File: src/rtl/wb_commit_if.sv
// Handshake bundle between x2/fr and the writeback/commit stage.
// Upstream drives the x2 slot and read indices; commit drives the rest.
interface wb_commit_if #(
  parameter int CNT_W = 32
);
  logic             x2_valid;
  logic [15:0]      x2_ins;
  logic [15:0]      x2_pc;
  logic [15:0]      x2_result;
  logic [15:0]      x2_operand_2;
  logic [3:0]       rd_addr_a;
  logic [3:0]       rd_addr_b;
  logic [15:0]      rd_data_a;
  logic [15:0]      rd_data_b;
  logic             flush;
  logic [15:0]      redirect_pc;
  logic             mem_wen;
  logic [15:0]      mem_waddr;
  logic [15:0]      mem_wdata;
  logic             print_valid;
  logic [7:0]       print_char;
  logic             halted;
  logic [CNT_W-1:0] retired_count;

  modport master (
    output x2_valid, x2_ins, x2_pc,
    output x2_result, x2_operand_2,
    output rd_addr_a, rd_addr_b,
    input  rd_data_a, rd_data_b,
    input  flush, redirect_pc,
    input  mem_wen, mem_waddr, mem_wdata,
    input  print_valid, print_char,
    input  halted, retired_count
  );

  modport slave (
    input  x2_valid, x2_ins, x2_pc,
    input  x2_result, x2_operand_2,
    input  rd_addr_a, rd_addr_b,
    output rd_data_a, rd_data_b,
    output flush, redirect_pc,
    output mem_wen, mem_waddr, mem_wdata,
    output print_valid, print_char,
    output halted, retired_count
  );
endinterface

File: src/rtl/wb_commit.sv
// Writeback/commit stage: register file, stores, jump squash,
// r0 print port and halt.
module wb_commit #(
  parameter int FLUSH_CYCLES = 2,
  parameter int CNT_W        = 32
) (
  input  logic          clk,
  input  logic          reset,
  wb_commit_if.slave    bus
);

  typedef enum logic [1:0] {
    RUN,
    SQUASH,
    HALTED
  } state_e;

  localparam logic [2:0] SQ_INIT = 3'(FLUSH_CYCLES - 1);

  state_e           state_q, state_d;
  logic [2:0]       cnt_q, cnt_d;
  logic [15:0]      rf_q [16];
  logic             flush_q, flush_d;
  logic [15:0]      redir_q, redir_d;
  logic             wen_q, wen_d;
  logic [15:0]      waddr_q, waddr_d;
  logic [15:0]      wdata_q, wdata_d;
  logic             pv_q, pv_d;
  logic [7:0]       pch_q, pch_d;
  logic             halt_q, halt_d;
  logic [CNT_W-1:0] ret_q, ret_d;

  logic [3:0]  op, sub, rt;
  logic [15:0] pc_plus2;
  logic        commit, taken, rf_we;
  logic        is_wr, is_st, is_jmp, is_halt;

  assign op       = bus.x2_ins[15:12];
  assign sub      = bus.x2_ins[7:4];
  assign rt       = bus.x2_ins[3:0];
  assign pc_plus2 = bus.x2_pc + 16'd2;
  assign commit   = bus.x2_valid && (state_q == RUN);
  assign taken    = is_jmp && (bus.x2_result != pc_plus2);
  assign rf_we    = commit && is_wr && (rt != 4'd0);

  always_comb begin
    is_wr   = 1'b0;
    is_st   = 1'b0;
    is_jmp  = 1'b0;
    is_halt = 1'b0;
    unique case (op)
      4'h0, 4'h1, 4'h2,
      4'h3, 4'h7, 4'hE: is_wr   = 1'b1;
      4'h4, 4'hC, 4'hD: is_st   = (sub == 4'h1);
      4'h6:             is_jmp  = 1'b1;
      4'hF:             is_halt = 1'b1;
      default: ;
    endcase
  end

  // Same-cycle commit wins over the stored value
  always_comb begin
    bus.rd_data_a = rf_q[bus.rd_addr_a];
    bus.rd_data_b = rf_q[bus.rd_addr_b];
    if (rf_we && rt == bus.rd_addr_a)
      bus.rd_data_a = bus.x2_result;
    if (rf_we && rt == bus.rd_addr_b)
      bus.rd_data_b = bus.x2_result;
    if (bus.rd_addr_a == 4'd0)
      bus.rd_data_a = '0;
    if (bus.rd_addr_b == 4'd0)
      bus.rd_data_b = '0;
  end

  always_comb begin
    state_d = state_q;
    cnt_d   = cnt_q;
    flush_d = flush_q;
    redir_d = redir_q;
    wen_d   = 1'b0;
    waddr_d = waddr_q;
    wdata_d = wdata_q;
    pv_d    = 1'b0;
    pch_d   = pch_q;
    halt_d  = halt_q;
    ret_d   = ret_q;
    unique case (state_q)
      RUN: begin
        flush_d = 1'b0;
        if (commit) begin
          ret_d = ret_q + CNT_W'(1);
          if (is_wr && rt == 4'd0) begin
            pv_d  = 1'b1;
            pch_d = bus.x2_result[7:0];
          end
          if (is_st) begin
            wen_d   = 1'b1;
            waddr_d = bus.x2_operand_2;
            wdata_d = bus.x2_result;
          end
          if (taken) begin
            state_d = SQUASH;
            cnt_d   = SQ_INIT;
            flush_d = 1'b1;
            redir_d = bus.x2_result;
          end
          if (is_halt) begin
            state_d = HALTED;
            halt_d  = 1'b1;
          end
        end
      end
      SQUASH: begin
        if (cnt_q == 3'd0) begin
          state_d = RUN;
          flush_d = 1'b0;
        end else begin
          cnt_d = cnt_q - 3'd1;
        end
      end
      HALTED: flush_d = 1'b0;
      default: state_d = RUN;
    endcase
  end

  always_ff @(posedge clk or posedge reset) begin
    if (reset) begin
      state_q <= RUN;
      cnt_q   <= '0;
      flush_q <= 1'b0;
      redir_q <= '0;
      wen_q   <= 1'b0;
      waddr_q <= '0;
      wdata_q <= '0;
      pv_q    <= 1'b0;
      pch_q   <= '0;
      halt_q  <= 1'b0;
      ret_q   <= '0;
    end else begin
      state_q <= state_d;
      cnt_q   <= cnt_d;
      flush_q <= flush_d;
      redir_q <= redir_d;
      wen_q   <= wen_d;
      waddr_q <= waddr_d;
      wdata_q <= wdata_d;
      pv_q    <= pv_d;
      pch_q   <= pch_d;
      halt_q  <= halt_d;
      ret_q   <= ret_d;
    end
  end

  always_ff @(posedge clk or posedge reset) begin
    if (reset) begin
      for (int i = 0; i < 16; i++)
        rf_q[i] <= '0;
    end else if (rf_we) begin
      rf_q[rt] <= bus.x2_result;
    end
  end

  assign bus.flush         = flush_q;
  assign bus.redirect_pc   = redir_q;
  assign bus.mem_wen       = wen_q;
  assign bus.mem_waddr     = waddr_q;
  assign bus.mem_wdata     = wdata_q;
  assign bus.print_valid   = pv_q;
  assign bus.print_char    = pch_q;
  assign bus.halted        = halt_q;
  assign bus.retired_count = ret_q;

endmodule

File: src/flat_wrapper.sv
// flat-port wrapper written by rule: the top's interface ports become plain ports
module wb_commit_flat 
#(
  parameter int FLUSH_CYCLES = 2,
  parameter int CNT_W        = 32
)
  (clk, reset, bus_x2_valid, bus_x2_ins, bus_x2_pc, bus_x2_result, bus_x2_operand_2, bus_rd_addr_a, bus_rd_addr_b, bus_rd_data_a, bus_rd_data_b, bus_flush, bus_redirect_pc, bus_mem_wen, bus_mem_waddr, bus_mem_wdata, bus_print_valid, bus_print_char, bus_halted, bus_retired_count);
  wb_commit_if #(.CNT_W(CNT_W)) bus_i ();
  input  logic clk;
  input  logic reset;
  input wire logic [$bits(bus_i.x2_valid)-1:0] bus_x2_valid;
  input wire logic [$bits(bus_i.x2_ins)-1:0] bus_x2_ins;
  input wire logic [$bits(bus_i.x2_pc)-1:0] bus_x2_pc;
  input wire logic [$bits(bus_i.x2_result)-1:0] bus_x2_result;
  input wire logic [$bits(bus_i.x2_operand_2)-1:0] bus_x2_operand_2;
  input wire logic [$bits(bus_i.rd_addr_a)-1:0] bus_rd_addr_a;
  input wire logic [$bits(bus_i.rd_addr_b)-1:0] bus_rd_addr_b;
  output wire logic [$bits(bus_i.rd_data_a)-1:0] bus_rd_data_a;
  output wire logic [$bits(bus_i.rd_data_b)-1:0] bus_rd_data_b;
  output wire logic [$bits(bus_i.flush)-1:0] bus_flush;
  output wire logic [$bits(bus_i.redirect_pc)-1:0] bus_redirect_pc;
  output wire logic [$bits(bus_i.mem_wen)-1:0] bus_mem_wen;
  output wire logic [$bits(bus_i.mem_waddr)-1:0] bus_mem_waddr;
  output wire logic [$bits(bus_i.mem_wdata)-1:0] bus_mem_wdata;
  output wire logic [$bits(bus_i.print_valid)-1:0] bus_print_valid;
  output wire logic [$bits(bus_i.print_char)-1:0] bus_print_char;
  output wire logic [$bits(bus_i.halted)-1:0] bus_halted;
  output wire logic [$bits(bus_i.retired_count)-1:0] bus_retired_count;
  assign bus_i.x2_valid = bus_x2_valid;
  assign bus_i.x2_ins = bus_x2_ins;
  assign bus_i.x2_pc = bus_x2_pc;
  assign bus_i.x2_result = bus_x2_result;
  assign bus_i.x2_operand_2 = bus_x2_operand_2;
  assign bus_i.rd_addr_a = bus_rd_addr_a;
  assign bus_i.rd_addr_b = bus_rd_addr_b;
  assign bus_rd_data_a = bus_i.rd_data_a;
  assign bus_rd_data_b = bus_i.rd_data_b;
  assign bus_flush = bus_i.flush;
  assign bus_redirect_pc = bus_i.redirect_pc;
  assign bus_mem_wen = bus_i.mem_wen;
  assign bus_mem_waddr = bus_i.mem_waddr;
  assign bus_mem_wdata = bus_i.mem_wdata;
  assign bus_print_valid = bus_i.print_valid;
  assign bus_print_char = bus_i.print_char;
  assign bus_halted = bus_i.halted;
  assign bus_retired_count = bus_i.retired_count;
  wb_commit #(.FLUSH_CYCLES(FLUSH_CYCLES), .CNT_W(CNT_W)) u_core (.clk(clk), .reset(reset), .bus(bus_i));
endmodule
File: config.mk
export PLATFORM = sky130hd
export DESIGN_NAME = wb_commit_flat
export DESIGN_NICKNAME = d
export VERILOG_FILES = /design/src/rtl/wb_commit_if.sv /design/src/rtl/wb_commit.sv /design/src/flat_wrapper.sv
export SDC_FILE = /design/constraint.sdc
export NUM_CORES = 1
export LEC_CHECK = 0
export ABC_CLOCK_PERIOD_IN_PS = 12860
export CORE_MARGIN = 1.5
export CORE_UTILIZATION = 30
export DETAILED_ROUTE_END_ITERATION = 12
export GPL_ROUTABILITY_DRIVEN = 0
export HOLD_SLACK_MARGIN = 0.05
export PLACE_DENSITY = 0.51
export SLEW_MARGIN = 25
export SYNTH_ARGS = -nofsm -noshare
export SYNTH_HDL_FRONTEND = slang
export SYNTH_SLANG_ARGS = --single-unit
File: constraint.sdc
create_clock -name clk -period 12.86 [get_ports clk]
set_input_delay 1.286 -clock clk [delete_from_list [all_inputs] [get_ports clk]]
set_output_delay 1.286 -clock clk [all_outputs]
set_load 0.01 [all_outputs]
* Word-level counts from Yosys, hierarchy flattened *
Cells that the tools add are included.

storage, ports and cells
  input bits = 75
  output and inout bits = 124
  bits in registers = 353
  word-level logic and storage cells = 122

cells by class
  mux-type cells = 36
  order comparisons = 4
  bitwise logic cells = 4
  $add $sub $neg = 3
  reductions and logical operators = 27
  equality and inequality tests = 21

operator list
  operator                 count
  $bwmux W256              1
  $mux W16                 9
  $bmux W16 S4             2
  $demux W16 S4            1
  $add A32 B1 Y32 const B  1
  $add A16 B2 Y16 const B  1
  $eq A4 B4 Y1 const B     4
  $logic_not A4 Y1         4
  $ne A16 B16 Y1           1
  $ge A5 B5 Y1 const B     3
  $not A4 Y5               3
  $mux W1                  13
  $eq A4 B3 Y1 const B     3
  $reduce_and A3 Y1        4
  $mux W3                  3
  $eq A4 B1 Y1 const B     2
  $eq A4 B2 Y1 const B     2
  $eq A4 B4 Y1             2
  $logic_and A1 B1 Y1      8
  $mux W2                  4
  $reduce_and A4 Y1        2
  $ne A2 B1 Y1 const B     3
  $pmux W2 S3              1
  $pmux W3 S2              1
  16 further kinds         17

* Logic depth before layout (Yosys ltp) *
  depth in word-level cells = 8
  mapped depth = 11
  mapped depth without buffers = 10

* Worst setup path before layout *
Ideal clock, no wire load.

  path kind = input port to output port
  from = in bus_rd_addr_a[0]
  to = out bus_rd_data_a[3]
  path buffers = 2
  data arrival time = 3.104 ns
  data required time = 11.574 ns
  stages on the path = 7
  slack = 8.470 ns
  cells stage by stage = buf_1 > buf_2 > mux4_2 > mux2i_1 > a21oi_1 > mux2i_1 > nor2_1

between the ends
  cells in the longest elaborated chain, start to end = 6
  elaborated cells on any way between the ends = 9

ends and longest elaborated chain
  what                                         line                text
  start: declaration                           flat_wrapper.sv:16  input wire logic [$bits(bus_i.rd_addr_a)-1:0] bus_rd_addr_a;
  $not A4 Y5 (not written as such)             wb_commit.sv:63     bus.rd_data_a = rf_q[bus.rd_addr_a];
  $bmux W16 S4                                 wb_commit.sv:63
  $mux W16 (not written as such) (2 in a row)  wb_commit.sv:63
  $mux W16                                     wb_commit.sv:65     if (rf_we && rt == bus.rd_addr_a)
  $mux W16 (*)                                 wb_commit.sv:69     if (bus.rd_addr_a == 4'd0)
  end: declaration                             flat_wrapper.sv:18  output wire logic [$bits(bus_i.rd_data_a)-1:0] bus_rd_data_a;

Mark *: on every way between the ends. The rest lies on a longest branch, timed or not. The select of a mux whose other input is x is not followed.

* Worst setup path after layout *
  from = in bus_rd_addr_a[0]
  to = out bus_rd_data_a[6]

Same word-level chain as after synthesis.

==> run metrics <==
RSZ-0062 raised after global routing=no; vias in the first global route=around 13000; CORE AREA=about 0.06 sq mm; IO Pins=a little under 200; fin nets=between 1500 and 2000; Syn-to-layout area delta=22.8%; R2R Setup Slk=between 9 and 10 ns; setup bufs post-CTS=0; CTS Root Cell=clkbuf_16; die outline width=252 um; Tmin final=between 6 and 7 ns; Max Cap Viol=0; Worst setup endpoint=bus_rd_data_a[6]; reg2reg end=u_core.rf_q[214]; WHS=about 0.39 ns; sw frac=between 20 and 30%; Max FO, Critical Path=37; Post-CTS Resized=0; Mapped Area=0.0186 sq mm; Final Hold Fails=0; WS Path Type=primary input to primary output; number of H-tree levels=2; Synth cell types=53; ys flop type=dfrtp_1; CP arrival=between 4 and 5 ns; FF+latch count, synth=roughly 350; PwrDens=172 mW/mm^2; wirelength, routed=53800 um; Final period util=48.1%; Diodes inserted=0; die height=252 um; clock skew after layout=roughly 0.015 ns; max frequency=162 MHz; Site Rows=91; Clk pwr share=roughly a third; Synth warnings=0; Syn Nets=between 1500 and 2000; worst-margin pin slew=about 1.1 ns; WL per Instance=around 22 um; drt via density=5.04; Num CTS Buffers=44; cell-internal power=around 2.8 mW; largest net degree at the start of global routing=150; combinational fraction of design power=26.6%; die area=about 0.064 sq mm; Synth area leader=dfrtp_1; initial antenna violation count=0; EDFF count, synth=0; Mean Syn Cell Area=around 13 sq um; CTS tree=done; initial DRC count=540; Hold Path Class=flop to flop; Post-DP HPWL=between 30000 and 40000 um; largest cells by area after synthesis=dfrtp_1 (47%), mux4_2 (16%), mux2_2 (14%); clk_lat worst skew=0.58 ns; FF-to-FF path depth=6; Cells after Synth=1450; fill cell count=slightly below 6000; Clock Path Buffers=3; # setup viols final=0; Post-Route Setup TNS=0 ns; Vias=12390; Total GRT Usage=between 10% and 20%; Leakage=about 10 nW; Crit path required time=11.57 ns; Slew HR=roughly a quarter; Seq pwr share=between 40% and 50%; Residual DRC=0; reg2reg start=u_core.state_q[0]; Worst-path clk slew=around 0.050 ns; post-synthesis sequential area ratio=47.4%; NetSw=about 1.1 mW; # port buffers=194; antenna-violating nets left=0; gr ovfl total=0; Critical path origin=bus_rd_addr_a[0]; Worst VDD drop=93.6 uV; starting density of the core=a little over 30%; clock sinks=about 350; startpoint types=primary input; share of the synthesized area in the top cell type=between 40% and 50%; status=finished, final reports clean; critical path endpoint category=primary output; Pre-antenna DRT Iters=5; first-pass GRT wire length=82600 um; ys async rst share=between 90% and 100%; share of cells above drive strength 1=about 31%; Hold-fix buffers, CTS=0; final slew viol count=0
## cell families after synthesis
logic type,after synthesis,synth area share [%]
AO/OA/AOI/OAI,102,3.56
XOR/XNOR,55,2.58
adder cells (fa/ha/maj),8,0.537
buffers and inverters,145,3.10
flip-flops,353,47.4
multiplexers,442,34.3
AND/OR/NAND/NOR,345,8.47
## how the worst min path moves through the flow
stage,from,end,cells after the start,slack [ns]
after floorplan,u_core.rf_q[240],u_core.rf_q[240],1,0.44
after global placement,u_core.rf_q[254],u_core.rf_q[254],0,0.38
after detailed placement,u_core.rf_q[252],u_core.rf_q[252],0,0.38
after CTS,u_core.rf_q[247],u_core.rf_q[247],0,0.40
after global routing,u_core.rf_q[254],u_core.rf_q[254],0,0.41
final,u_core.rf_q[241],u_core.rf_q[241],0,0.39
## cells in the mapped netlist, types with 21 or more instances
master    number
nand2_1      166
nor2_1        62
a211oi_1      31
a21oi_1       38
dfrtp_1      353
nor2b_1       36
xor2_1        27
nand3_1       21
mux2i_1       60
clkbuf_1      97
xnor2_1       28
mux4_2       130
mux2_2       236
## per-layer routing
layer  routed length (um)  global-route usage (%)  vias to the layer above
met1                23800                    22.5                     6563
met3                 1990                    2.49                       66
met4                 1080                    5.08                        0
li1                     -                       -                     5557
met2                27000                    29.2                      204
met5                    0                       0                        -
## area by class of cell
| type | count | area, sq um | share of cell area, % |
|---|---|---|---|
| multi-input cells | 952 | 9270 | 40.5 |
| flip-flops and latches | 353 | 8830 | 38.6 |
| repair buffers | 226 | 2180 | 9.52 |
| clock buffers | 64 | 1290 | 5.63 |
| well taps | 837 | 1050 | 4.58 |
| clock inverters | 14 | 214 | 0.935 |
| inverters | 12 | 52.6 | 0.230 |
## registers in the layout (all words and copies together), names as in the netlist
| name | flops |
|---|---|
| u_core.state_q | 2 |
| u_core.bus.print_char | 8 |
| u_core.bus.halted | 1 |
| u_core.bus.mem_wen | 1 |
| u_core.bus.mem_waddr | 16 |
| u_core.bus.mem_wdata | 16 |
| u_core.bus.print_valid | 1 |
| u_core.bus.redirect_pc | 16 |
| u_core.cnt_q | 3 |
| u_core.bus.retired_count | 32 |
| u_core.rf_q | 256 |
| u_core.bus.flush | 1 |
## placed cells by master, fill, tap and decap left out, types with 28 or more instances in the layout
master           count
clkdlybuf4s50_1    185
mux2_2             236
a211oi_1            31
a21oi_1             38
nand2_1            161
nor2_1              59
mux2i_1             60
xnor2_1             28
nor2b_1             36
clkbuf_16           46
buf_4               31
mux4_2             130
dfrtp_1            353
## power by group through the flow
stage,combinational [mW],sequential (mW),clock [mW]
2_1_floorplan,0.678,1.58,0
3_3_place_gp,1.04,1.59,0
3_5_place_dp,1.06,1.61,0
4_1_cts,1.06,1.59,1.34
5_1_grt,1.14,1.64,1.38
6_report,1.05,1.60,1.30
## critical path, stage by stage
cell,delay (ns)
buf_4,0.52
buf_4,0.77
xor2_1,0.13
nor4_1,0.21
nand2_1,0.69
mux2i_1,0.62
nor2_1,0.09
clkdlybuf4s50_1,0.53
## stage by stage
step | power (mW) | util, % | cell area (sq um) | cells | setup WS, ns
after floorplan | 2.26 | - | 18600 | 1450 | 1.78
after global placement | 2.62 | 34.7 | 21400 | 2379 | 6.65
after detailed placement | 2.67 | 34.7 | 21400 | 2380 | 6.61
after CTS | 4.00 | 37.2 | 22900 | 2458 | 6.60
after global routing | 4.16 | 37.2 | 22900 | 2458 | 6.22
final | 3.94 | 37.2 | 22900 | 2458 | 6.67
Power figures use the tool's default switching activity.
